### src/rtl/fx3_pkg.sv
// Shared definitions for the FX3 command-packet parser: packet layout,
// error codes, FSM states and configuration defaults.
package fx3_pkg;

    localparam logic [31:0] PKT_HEADER = 32'hCAFEB0BA;

    localparam logic [2:0] W_HDR    = 3'd0;
    localparam logic [2:0] W_PKTS   = 3'd1;
    localparam logic [2:0] W_SRC_LO = 3'd2;
    localparam logic [2:0] W_SRC_HI = 3'd3;
    localparam logic [2:0] W_LED    = 3'd4;
    localparam logic [2:0] W_CSUM   = 3'd5;

    localparam logic [63:0] CH_SRC_DEFAULT = {8{8'h08}};

    typedef enum logic [2:0] {
        ERR_NONE  = 3'd0,
        ERR_HDR   = 3'd1,
        ERR_SHORT = 3'd2,
        ERR_CSUM  = 3'd3,
        ERR_RANGE = 3'd4
    } err_t;

    typedef enum logic [2:0] {
        S_IDLE,
        S_BODY,
        S_CHECK,
        S_PEND,
        S_DRAIN
    } state_t;

    function automatic logic [15:0] sat_inc(input logic [15:0] v);
        return (v == 16'hFFFF) ? v : v + 16'd1;
    endfunction

endpackage

### src/rtl/fx3_cmd_parser_if.sv
// Read-word stream in, committed capture configuration and status out.
interface fx3_cmd_parser_if;
    logic        rd_valid;
    logic [31:0] rd_data;
    logic        cfg_hold;
    logic [31:0] packets_to_send;
    logic [63:0] ch_src;
    logic [3:0]  user_led;
    logic        cfg_update;
    logic [15:0] good_cnt;
    logic [15:0] bad_cnt;
    logic [2:0]  last_err;

    modport master (
        output rd_valid, rd_data, cfg_hold,
        input  packets_to_send, ch_src, user_led, cfg_update,
               good_cnt, bad_cnt, last_err
    );

    modport slave (
        input  rd_valid, rd_data, cfg_hold,
        output packets_to_send, ch_src, user_led, cfg_update,
               good_cnt, bad_cnt, last_err
    );
endinterface

### src/rtl/ch_src_range_chk.sv
// Flags a word whose four channel-source bytes contain any index above MAX_SRC.
module ch_src_range_chk #(
    parameter int MAX_SRC = 12
) (
    input  logic [31:0] word,
    output logic        any_out
);
    logic [3:0] byte_bad;

    generate
        for (genvar gi = 0; gi < 4; gi++) begin : g_byte
            assign byte_bad[gi] = word[gi*8 +: 8] > 8'(MAX_SRC);
        end
    endgenerate

    assign any_out = |byte_bad;
endmodule

### src/rtl/fx3_cmd_parser.sv
// Validates FX3 command packets and atomically commits the capture
// configuration, deferring the commit while a write burst holds it.
module fx3_cmd_parser #(
    parameter int          MAX_SRC = 12,
    parameter logic [31:0] HEADER  = fx3_pkg::PKT_HEADER
) (
    input  logic            clk_pll,
    input  logic            reset,
    fx3_cmd_parser_if.slave bus
);
    import fx3_pkg::*;

    state_t      state_reg;
    logic [2:0]  idx_reg;
    logic [31:0] csum_reg;
    logic        range_reg;
    logic [31:0] pkts_shadow_reg;
    logic [63:0] ch_src_shadow_reg;
    logic [3:0]  led_shadow_reg;
    logic [31:0] pkts_reg;
    logic [63:0] ch_src_reg;
    logic [3:0]  led_reg;
    logic        cfg_update_reg;
    logic [15:0] good_cnt_reg;
    logic [15:0] bad_cnt_reg;
    err_t        last_err_reg;
    logic        src_bad;

    // One checker serves both channel-map words; its result is only used for them.
    ch_src_range_chk #(.MAX_SRC(MAX_SRC)) u_range_chk (
        .word    (bus.rd_data),
        .any_out (src_bad)
    );

    always_ff @(posedge clk_pll) begin
        if (reset) begin
            state_reg         <= S_IDLE;
            idx_reg           <= W_HDR;
            csum_reg          <= '0;
            range_reg         <= 1'b0;
            pkts_shadow_reg   <= '0;
            ch_src_shadow_reg <= '0;
            led_shadow_reg    <= '0;
            pkts_reg          <= '0;
            ch_src_reg        <= CH_SRC_DEFAULT;
            led_reg           <= 4'b1111;
            cfg_update_reg    <= 1'b0;
            good_cnt_reg      <= '0;
            bad_cnt_reg       <= '0;
            last_err_reg      <= ERR_NONE;
        end else begin
            cfg_update_reg <= 1'b0;
            case (state_reg)
                S_IDLE: begin
                    if (bus.rd_valid) begin
                        if (bus.rd_data == HEADER) begin
                            csum_reg  <= '0;
                            range_reg <= 1'b0;
                            idx_reg   <= W_PKTS;
                            state_reg <= S_BODY;
                        end else begin
                            bad_cnt_reg  <= sat_inc(bad_cnt_reg);
                            last_err_reg <= ERR_HDR;
                            state_reg    <= S_DRAIN;
                        end
                    end
                end
                S_BODY: begin
                    if (bus.rd_valid) begin
                        csum_reg <= csum_reg ^ bus.rd_data;
                        case (idx_reg)
                            W_PKTS:   pkts_shadow_reg          <= bus.rd_data;
                            W_SRC_LO: ch_src_shadow_reg[31:0]  <= bus.rd_data;
                            W_SRC_HI: ch_src_shadow_reg[63:32] <= bus.rd_data;
                            default:  led_shadow_reg           <= bus.rd_data[3:0];
                        endcase
                        if ((idx_reg == W_SRC_LO || idx_reg == W_SRC_HI) && src_bad) begin
                            range_reg <= 1'b1;
                        end
                        if (idx_reg == W_LED) begin
                            state_reg <= S_CHECK;
                        end
                        idx_reg <= idx_reg + 3'd1;
                    end else begin
                        bad_cnt_reg  <= sat_inc(bad_cnt_reg);
                        last_err_reg <= ERR_SHORT;
                        state_reg    <= S_IDLE;
                    end
                end
                S_CHECK: begin
                    if (bus.rd_valid) begin
                        if (bus.rd_data != csum_reg) begin
                            bad_cnt_reg  <= sat_inc(bad_cnt_reg);
                            last_err_reg <= ERR_CSUM;
                            state_reg    <= S_DRAIN;
                        end else if (range_reg) begin
                            bad_cnt_reg  <= sat_inc(bad_cnt_reg);
                            last_err_reg <= ERR_RANGE;
                            state_reg    <= S_DRAIN;
                        end else begin
                            state_reg <= S_PEND;
                        end
                    end else begin
                        bad_cnt_reg  <= sat_inc(bad_cnt_reg);
                        last_err_reg <= ERR_SHORT;
                        state_reg    <= S_IDLE;
                    end
                end
                S_PEND: begin
                    // Incoming words are dropped here; the drain state absorbs the rest.
                    if (!bus.cfg_hold) begin
                        pkts_reg       <= pkts_shadow_reg;
                        ch_src_reg     <= ch_src_shadow_reg;
                        led_reg        <= ~led_shadow_reg;
                        cfg_update_reg <= 1'b1;
                        good_cnt_reg   <= sat_inc(good_cnt_reg);
                        state_reg      <= S_DRAIN;
                    end
                end
                S_DRAIN: begin
                    if (!bus.rd_valid) begin
                        state_reg <= S_IDLE;
                    end
                end
                default: state_reg <= S_IDLE;
            endcase
        end
    end

    assign bus.packets_to_send = pkts_reg;
    assign bus.ch_src          = ch_src_reg;
    assign bus.user_led        = led_reg;
    assign bus.cfg_update      = cfg_update_reg;
    assign bus.good_cnt        = good_cnt_reg;
    assign bus.bad_cnt         = bad_cnt_reg;
    assign bus.last_err        = last_err_reg;
endmodule

### src/flat_wrapper.sv
// flat-port wrapper written by rule: the top's interface ports become plain ports
module fx3_cmd_parser_flat import fx3_pkg::*;
#(
    parameter int          MAX_SRC = 12,
    parameter logic [31:0] HEADER  = fx3_pkg::PKT_HEADER
)
  (clk_pll, reset, bus_rd_valid, bus_rd_data, bus_cfg_hold, bus_packets_to_send, bus_ch_src, bus_user_led, bus_cfg_update, bus_good_cnt, bus_bad_cnt, bus_last_err);
  fx3_cmd_parser_if bus_i ();
  input  logic clk_pll;
  input  logic reset;
  input wire logic [$bits(bus_i.rd_valid)-1:0] bus_rd_valid;
  input wire logic [$bits(bus_i.rd_data)-1:0] bus_rd_data;
  input wire logic [$bits(bus_i.cfg_hold)-1:0] bus_cfg_hold;
  output wire logic [$bits(bus_i.packets_to_send)-1:0] bus_packets_to_send;
  output wire logic [$bits(bus_i.ch_src)-1:0] bus_ch_src;
  output wire logic [$bits(bus_i.user_led)-1:0] bus_user_led;
  output wire logic [$bits(bus_i.cfg_update)-1:0] bus_cfg_update;
  output wire logic [$bits(bus_i.good_cnt)-1:0] bus_good_cnt;
  output wire logic [$bits(bus_i.bad_cnt)-1:0] bus_bad_cnt;
  output wire logic [$bits(bus_i.last_err)-1:0] bus_last_err;
  assign bus_i.rd_valid = bus_rd_valid;
  assign bus_i.rd_data = bus_rd_data;
  assign bus_i.cfg_hold = bus_cfg_hold;
  assign bus_packets_to_send = bus_i.packets_to_send;
  assign bus_ch_src = bus_i.ch_src;
  assign bus_user_led = bus_i.user_led;
  assign bus_cfg_update = bus_i.cfg_update;
  assign bus_good_cnt = bus_i.good_cnt;
  assign bus_bad_cnt = bus_i.bad_cnt;
  assign bus_last_err = bus_i.last_err;
  fx3_cmd_parser #(.MAX_SRC(MAX_SRC), .HEADER(HEADER)) u_core (.clk_pll(clk_pll), .reset(reset), .bus(bus_i));
endmodule
### config.mk
export PLATFORM = sky130hd
export DESIGN_NAME = fx3_cmd_parser_flat
export DESIGN_NICKNAME = d
export VERILOG_FILES = /design/src/rtl/fx3_pkg.sv /design/src/rtl/fx3_cmd_parser_if.sv /design/src/rtl/ch_src_range_chk.sv /design/src/rtl/fx3_cmd_parser.sv /design/src/flat_wrapper.sv
export SDC_FILE = /design/constraint.sdc
export NUM_CORES = 1
export LEC_CHECK = 0
export CAP_MARGIN = 5
export CORE_ASPECT_RATIO = 0.8
export CORE_MARGIN = 10
export CORE_UTILIZATION = 40
export CTS_CLUSTER_SIZE = 12
export DETAILED_ROUTE_END_ITERATION = 12
export SYNTH_ARGS = -nofsm -noshare
export SYNTH_HDL_FRONTEND = slang
export SYNTH_SLANG_ARGS = --single-unit
### constraint.sdc
create_clock -name clk_pll -period 3.9 [get_ports clk_pll]
set_input_delay 0.39 -clock clk_pll [delete_from_list [all_inputs] [get_ports clk_pll]]
set_output_delay 0.39 -clock clk_pll [all_outputs]
set_load 0.01 [all_outputs]
==> flow_summary.ini, run 1 <==
[placed_design]
hpwl_um = 23290
port_buffers = 171
dpl.cell_count = 1898
gp_congestion = 0.8831
dpl_cell_area_mm2 = 0.01311

[route]
drt_iter0_markers = 792
route.detailed.drc = 0
route.vias.total = 10060
antenna_left = 0
wl_per_cell_um = 17.77
drtPass1Iterations = 6
via_per_inst = 5.183
routed_wl_um = 34480

[worst_setup_path]
cp_slowest_cell = or4_1
path_delay_family = simple AND/OR/NAND/NOR gates
crit_chain = clkdlybuf4s50_1, or4_1, or4_1, or4_4, a31oi_4, a211oi_2, nand4_1, mux2_2
cp.required_ns = 4.32
crit_top_cell = or4_1
critPathKind = in2reg
cpPeakStageDelay_ns = 0.63
critPathMaxFanout = 7
cp.arrival_ns = 3.60
path_buf_inv = 1
endpoint_kind = flop
startpoint_type = input pin

[timing]
finalHoldViolations = 0
finalCritPeriodShare = 0.8154
finalSetupTns_ns = 0
maxSlewViolCount = 0
min_period_ns = 3.180
worst_pin_slew_ns = 1.045
slew_headroom = 0.3034
max_freq_mhz = 314.5
rsz0062_at_grt = no
skew_ns = 0.01399
setup_viol = 0

[final_layout]
nNetsFinal = 1607
n_antenna_cell = 0
design_area_mm2 = 0.01393
area_growth_pct = 27.32
final-instance-count-excl-fill = 1940
drive_gt1_frac = 0.05964

[clock_network]
cts_tree = done
htreeDepth = 1
clkTransAtPathRegs_ns = 0.06
clk_root_buffer_cell = clkbuf_16
clock_latency_ns = 0.54
cts_setup_buffers = 0
postCtsHoldBufs = 0
cts.repair.resized = 0
cts_sinks = 275
numCtsBuffers = 28
max-clock-path-buffers = 3

[outcome]
status = completed

[global_route]
grt.total_usage = 0.1939
grt_pass1_wl_um = 54360
grt_pass1_vias = 9546
grt_remaining_overflow = 0
antenna_found_initial = 0
grt_max_degree = 140

[synth]
ys.flop_type = dfxtp_1
synthAdderAreaFrac = 0.008005
synth_compound_area_frac = 0.1586
ys_ff_latch = 275
synth-simple-area-share = 0.2672
synth_area_leaders = dfxtp_1, nand2_1, a21oi_1
yosysMostFrequentCell = nand2_1
synth_top_family_by_area = simple AND/OR/NAND/NOR gates
synth-edff-count = 0
synth_mux_area_frac = 0.008920
seq_area_frac_synth = 0.5032
synthCells = 1413
yosysTopAreaCell = dfxtp_1
yosysTopAreaCellShare = 0.5032
ys_warn_count = 0
synth_cell_type_count = 56
syn_nets = 1456
synthXorXnorAreaFrac = 0.01441
async_flop_share = 0
synth_common_cells = nand2_1, dfxtp_1, a21oi_1
synthesis.area_mm2 = 0.01094
synth_area_per_cell_um2 = 7.743

[power_and_ir_drop]
peakVddDrop_uv = 287.4
leakagePower_uw = 0.004684
powerDensity_mw_per_mm2 = 397.6

[job]
maxCapViolations = 0

[floorplan]
core_area_mm2 = 0.02709
fp.dieH_um = 167.9
io_pins = 172
rows = 54
die-area_mm2 = 0.03441
dieWidth_um = 204.9
initial_core_util = 0.4038

[min_path]
hold_class = in2reg
[cell families (layout without fill, tap and decap cells)]
group | count (synthesis) | count (layout)
compound gates | 318 | 318
xor+xnor | 18 | 18
fa+ha+maj | 7 | 7
buf+inv | 113 | 276
flops | 275 | 275
mux | 9 | 9
simple gates | 673 | 673
[cell usage in the layout, fill, tap and decap left out, drive strengths merged, types with 7 or more instances in the layout]
cell type,n
nor4,13
buf,43
nand4,17
nor2,86
nor2b,53
a2111oi,7
dfxtp,275
nand3,20
nand2,438
ha,7
clkdlybuf4s50,170
xor2,14
nor3,8
inv,20
o21ai,45
o211ai,8
clkbuf,39
a21oi,233
[area by class of cell]
class                           count  area [µm²]
Clock inverter                      4       20.02
Sequential cell                   275        5505
Multi-Input combinational cell   1025        5011
Tap cell                          364       455.4
Inverter                           20       75.07
Fill cell                        2627       13160
Clock buffer                       38       799.5
Timing Repair Buffer              214        2063
[power by group]
| part | internal (µW) | switching [µW] |
|---|---|---|
| combinational | 84.0 | 155 |
| sequential | 2810 | 5.37 |
| clock | 1410 | 1070 |
| total | 4310 | 1230 |
[worst paths after layout]
| kind | from | endpoint | slack [ns] | cells past startpoint |
|---|---|---|---|---|
| max | bus_rd_data[6] | u_core.bus.bad_cnt[4]$_SDFFE_PP0P_ | 0.72 | 8 |
| min | reset | u_core.bus.bad_cnt[3]$_SDFFE_PP0P_ | 0.21 | 2 |
| max reg2reg | u_core.csum_reg[6]$_SDFFE_PP0P_ | u_core.bus.bad_cnt[11]$_SDFFE_PP0P_ | 1.13 | 9 |
| min reg2reg | u_core.pkts_shadow_reg[6]$_SDFFE_PP0P_ | u_core.bus.packets_to_send[6]$_SDFFE_PP0P_ | 0.45 | 2 |
[layer usage]
metal | wire (µm) | global-route usage | vias to the layer above
met1 | 16080 | 0.2737 | 4751
met5 | 0 | 0 | -
met2 | 15550 | 0.3003 | 265
met3 | 2368 | 0.03971 | 36
li1 | - | - | 5003
met4 | 471 | 0.03669 | 0
[through the flow]
stage	power [µW]	hold WS, ns	setup WS (ns)	utilization
final	5538	0.2106	0.7200	0.5141
after global routing	5730	0.2169	0.6249	0.5141
after CTS	5599	0.2025	0.7250	0.5141
after detailed placement	3118	0.4426	0.1786	0.4839
after global placement	3118	0.4366	0.2007	0.4839
after floorplan	2981	0.4321	0.8264	-
Power figures use the tool's default switching activity.
==> inputs of run 2 (changes only) <==
Clock period 3.9 ns to 2.75 ns, I/O delays scaled along.
==> flow_summary.ini, run 2 (synthesized netlist as in run 1, its figures left out) <==
[timing]
whs_ns = 0.1054
min_period_ns = 2.653
worst_pin_slew_ns = 0.6555
setup_viol = 0
finalCritPeriodShare = 0.9649
skew_ns = 0.009692
slew_headroom = 0.5618
rsz0062_at_grt = no
finalHoldViolations = 0
max_freq_mhz = 376.9
maxSlewViolCount = 0

[placed_design]
dpl_cell_area_mm2 = 0.01348
hpwl_um = 23810
gp_congestion = 0.8836
port_buffers = 171

[clock_network]
postCtsHoldBufs = 0
cts_sinks = 275
clk_root_buffer_cell = clkbuf_16
clock_latency_ns = 0.54
cts_tree = done
max-clock-path-buffers = 3
numCtsBuffers = 29
htreeDepth = 1
clkTransAtPathRegs_ns = 0.06

[worst_setup_path]
path_delay_family = simple AND/OR/NAND/NOR gates
crit_top_cell = or4_4
r2r_slack_ns = 0.14
critPathKind = in2reg
cpPeakStageDelay_ns = 0.56
cp.required_ns = 3.17
rr_worst_depth = 9
cp_slowest_cell = or4_4
startpoint_type = input pin
r2r-end = u_core.bus.bad_cnt[11]$_SDFFE_PP0P_
path_buf_inv = 1
r2r-start = u_core.csum_reg[6]$_SDFFE_PP0P_
crit_chain = dlygate4sd2_1, or4_4, or4_4, or4_4, a31oi_4, a211o_4, nor3_4, mux2_4
endpoint_kind = flop
critPathMaxFanout = 5
cp.arrival_ns = 3.07

[route]
route.detailed.drc = 0
drt_iter0_markers = 662
drtPass1Iterations = 5
via_per_inst = 5.145
wl_per_cell_um = 17.17
antenna_left = 0
routed_wl_um = 34150
route.vias.total = 10230

[global_route]
grt.total_usage = 0.1906
antenna_found_initial = 2
grt_pass1_vias = 9617
grt_max_degree = 123
grt_pass1_wl_um = 53810
grt_remaining_overflow = 0

[floorplan]
fp.dieH_um = 167.9
dieWidth_um = 204.9
initial_core_util = 0.4038
io_pins = 172
die-area_mm2 = 0.03441
core_area_mm2 = 0.02709
rows = 54

[power_and_ir_drop]
leakagePower_uw = 0.004989
peakVddDrop_uv = 458.3
powerDensity_mw_per_mm2 = 556.3

[final_layout]
drive_gt1_frac = 0.08682
layout_common_cells = nand2_1, dfxtp_1, a21oi_1
final_common_cell = nand2_1
fillers = 2636
area_growth_pct = 31.43
design_area_mm2 = 0.01438
nNetsFinal = 1652

[min_path]
hold_class = in2reg
whs_path_depth = 2
holdPathEnd = u_core.bus.bad_cnt[5]$_SDFFE_PP0P_
min_from = reset

[job]
maxCapViolations = 0

[outcome]
status = completed
==> run 2: worst max-delay path by stage <==
stage	cells past startpoint	slack (ns)	end	startpoint
6_report	8	0.1	u_core.bus.bad_cnt[6]$_SDFFE_PP0P_	bus_rd_data[14]
5_1_grt	9	0.03	u_core.bus.bad_cnt[9]$_SDFFE_PP0P_	bus_rd_data[14]
4_1_cts	8	0.03	u_core.bus.bad_cnt[6]$_SDFFE_PP0P_	bus_rd_data[1]
3_5_place_dp	8	-0.62	u_core.bus.bad_cnt[6]$_SDFFE_PP0P_	bus_rd_data[14]
3_3_place_gp	8	-0.57	u_core.bus.bad_cnt[6]$_SDFFE_PP0P_	bus_rd_data[14]
2_1_floorplan	9	-0.05	u_core.bus.bad_cnt[6]$_SDFFE_PP0P_	bus_rd_data[0]
==> run 2: area by class of cell <==
| class | count | area, µm² | area share |
|---|---|---|---|
| timing repair buffer | 258 | 2445 | 0.1700 |
| inverter | 20 | 75.07 | 0.005221 |
| clock buffer | 43 | 838.3 | 0.05830 |
| tap | 364 | 455.4 | 0.03167 |
| multi-input combinational | 1025 | 5034 | 0.3501 |
| antenna | 1 | 2.502 | 0.0001740 |
| sequential | 275 | 5505 | 0.3829 |
| clock inverter | 3 | 23.77 | 0.001653 |
==> run 2: metrics by stage <==
| stage | util | setup TNS (ns) | instances | total power, µW | setup WS, ns |
|---|---|---|---|---|---|
| 2_1_floorplan | - | -0.09093 | 1413 | 4232 | -0.05032 |
| 3_3_place_gp | 0.4974 | -24.16 | 1940 | 4462 | -0.5733 |
| 3_5_place_dp | 0.4974 | -28.02 | 1940 | 4463 | -0.6227 |
| 4_1_cts | 0.5292 | 0 | 1986 | 8066 | 0.03190 |
| 5_1_grt | 0.5307 | 0 | 1989 | 8237 | 0.03097 |
| 6_report | 0.5307 | 0 | 1989 | 7998 | 0.09665 |
==> run 2: per-layer routing <==
layer,track usage,vias to the layer above,part of all wire
met5,0,-,0.00038
met4,0.03095,2,0.013
met3,0.04297,40,0.071
met2,0.3001,275,0.45
met1,0.2646,4813,0.47
li1,-,5104,-
==> run 2: power by group <==
group,switching (µW),internal (µW)
clock,1540,2080
combinational,230,152
sequential,7.52,3990
total,1770,6220
==> run 2: what timing repair did <==
item / in CTS / in global routing
setup buffers: 0 / 2
hold endpoints to repair: 0 / 0
endpoints found under the setup margin: 10 / 42
pin swaps: 0 / 6
resized for setup: 1 / 9
==> inputs of run 3 (changes only) <==
Settings changed: CORE_UTILIZATION 40 to 48, PLACE_DENSITY from default to 0.75, SLEW_MARGIN from default to 20.
==> flow_summary.ini, run 3 (synthesized netlist as in run 1, its figures left out) <==
[outcome]
status = completed

[timing]
max_freq_mhz = 369.4
setup_viol = 0
finalCritPeriodShare = 0.9845
skew_ns = 0.01267
whs_ns = 0.1375
maxSlewViolCount = 0
rsz0062_at_grt = yes
fin_ws_ns = 0.04261
worst_pin_slew_ns = 0.7153
finalHoldViolations = 0
slew_headroom = 0.5218
min_period_ns = 2.707

[worst_setup_path]
cp_slowest_cell = or4_1
endpoint_kind = flop
critPathKind = in2reg
crit_chain = clkdlybuf4s50_1, or4_1, or4_4, or4_4, a31oi_4, a211o_4, nor3_4, mux2_4
startpoint_type = input pin
cp.required_ns = 3.17
crit_top_cell = or4_4
critPathMaxFanout = 6
path_buf_inv = 1
rr_worst_depth = 9
path_delay_family = simple AND/OR/NAND/NOR gates
path_depth = 8
cp.arrival_ns = 3.13
cpPeakStageDelay_ns = 0.57

[min_path]
hold_class = in2reg
whs_path_depth = 2

[global_route]
grt_pass1_wl_um = 52540
grt.total_usage = 0.2157
grt_max_degree = 130
grt_remaining_overflow = 0
grt_pass1_vias = 9771
antenna_found_initial = 0

[route]
routed_wl_um = 33640
route.vias.total = 10530
route.detailed.drc = 0
drtPass1Iterations = 6
via_per_inst = 5.472
drt_iter0_markers = 1019
wl_per_cell_um = 17.48
antenna_left = 0

[clock_network]
cts_setup_buffers = 0
cts_tree = done
clk_root_buffer_cell = clkbuf_16
clock_latency_ns = 0.54
numCtsBuffers = 28
max-clock-path-buffers = 3
htreeDepth = 1
cts_sinks = 275
postCtsHoldBufs = 0
clkTransAtPathRegs_ns = 0.06

[floorplan]
dieWidth_um = 188.8
io_pins = 172
core_area_mm2 = 0.02244
rows = 49
die-area_mm2 = 0.02927
fp.dieH_um = 155.0
initial_core_util = 0.4876

[final_layout]
final_common_cell = nand2_1
drive_gt1_frac = 0.08714
area_growth_pct = 30.24
n_antenna_cell = 0
nNetsFinal = 1651
layout_common_cells = nand2_1, dfxtp_1, a21oi_1

[job]
maxCapViolations = 0

[power_and_ir_drop]
powerDensity_mw_per_mm2 = 554.9
leakagePower_uw = 0.004917
peakVddDrop_uv = 549.4
power_uw = 7907

[placed_design]
hpwl_um = 23390
pre_cts_ws_ns = -0.4978
port_buffers = 171
gp_congestion = 0.9472
## run 3: worst paths after layout
check	end	from	slack, ns
setup / recovery	u_core.bus.bad_cnt[6]$_SDFFE_PP0P_	bus_rd_data[14]	0.04
hold / removal	u_core.bus.cfg_update$_SDFF_PP0_	reset	0.14
setup reg to reg	u_core.state_reg[1]$_SDFFE_PP0P_	u_core.csum_reg[18]$_SDFFE_PP0P_	0.23
hold reg to reg	u_core.bus.packets_to_send[29]$_SDFFE_PP0P_	u_core.bus.packets_to_send[29]$_SDFFE_PP0P_	0.45
## run 3: layout make-up
| class | instances | area, µm² |
|---|---|---|
| fillers | 1927 | 8190 |
| flip-flops and latches | 275 | 5505 |
| multi-input cells | 1025 | 5044 |
| repair buffers | 258 | 2417 |
| clock buffers | 37 | 805.8 |
| well taps | 306 | 382.9 |
| inverters | 20 | 75.07 |
| clock inverters | 3 | 18.77 |
## run 3: metal layers
metal	part of all wire	wire, µm	GRT usage
met1	0.43	14310	0.2856
met5	0	0	0
met3	0.092	3089	0.05183
met2	0.46	15460	0.3461
met4	0.023	785	0.05470
## run 3: where the power goes
group          internal [µW]  leakage, µW  switching [µW]
Sequential              3990      0.00222            7.84
Combinational            153      0.00229             230
Clock                   2020     0.000409            1510
Total                   6160      0.00492            1750
## run 3: timing repair
| action | 4_1_cts | 5_1_grt |
|---|---|---|
| hold endpoints to repair | 0 | 0 |
| gates resized for setup | 0 | 10 |
| endpoints found under the setup margin | 0 | 35 |
## run 3: per-stage QoR
step	instance area (µm²)	utilization	cells	setup TNS (ns)
floorplan	10970	-	1413	-0.09093
global placement	13390	0.5969	1884	-18.30
detailed placement	13390	0.5969	1884	-22.04
CTS	14220	0.6337	1924	0
global route	14250	0.6350	1924	-0.006094
finish	14250	0.6350	1924	0
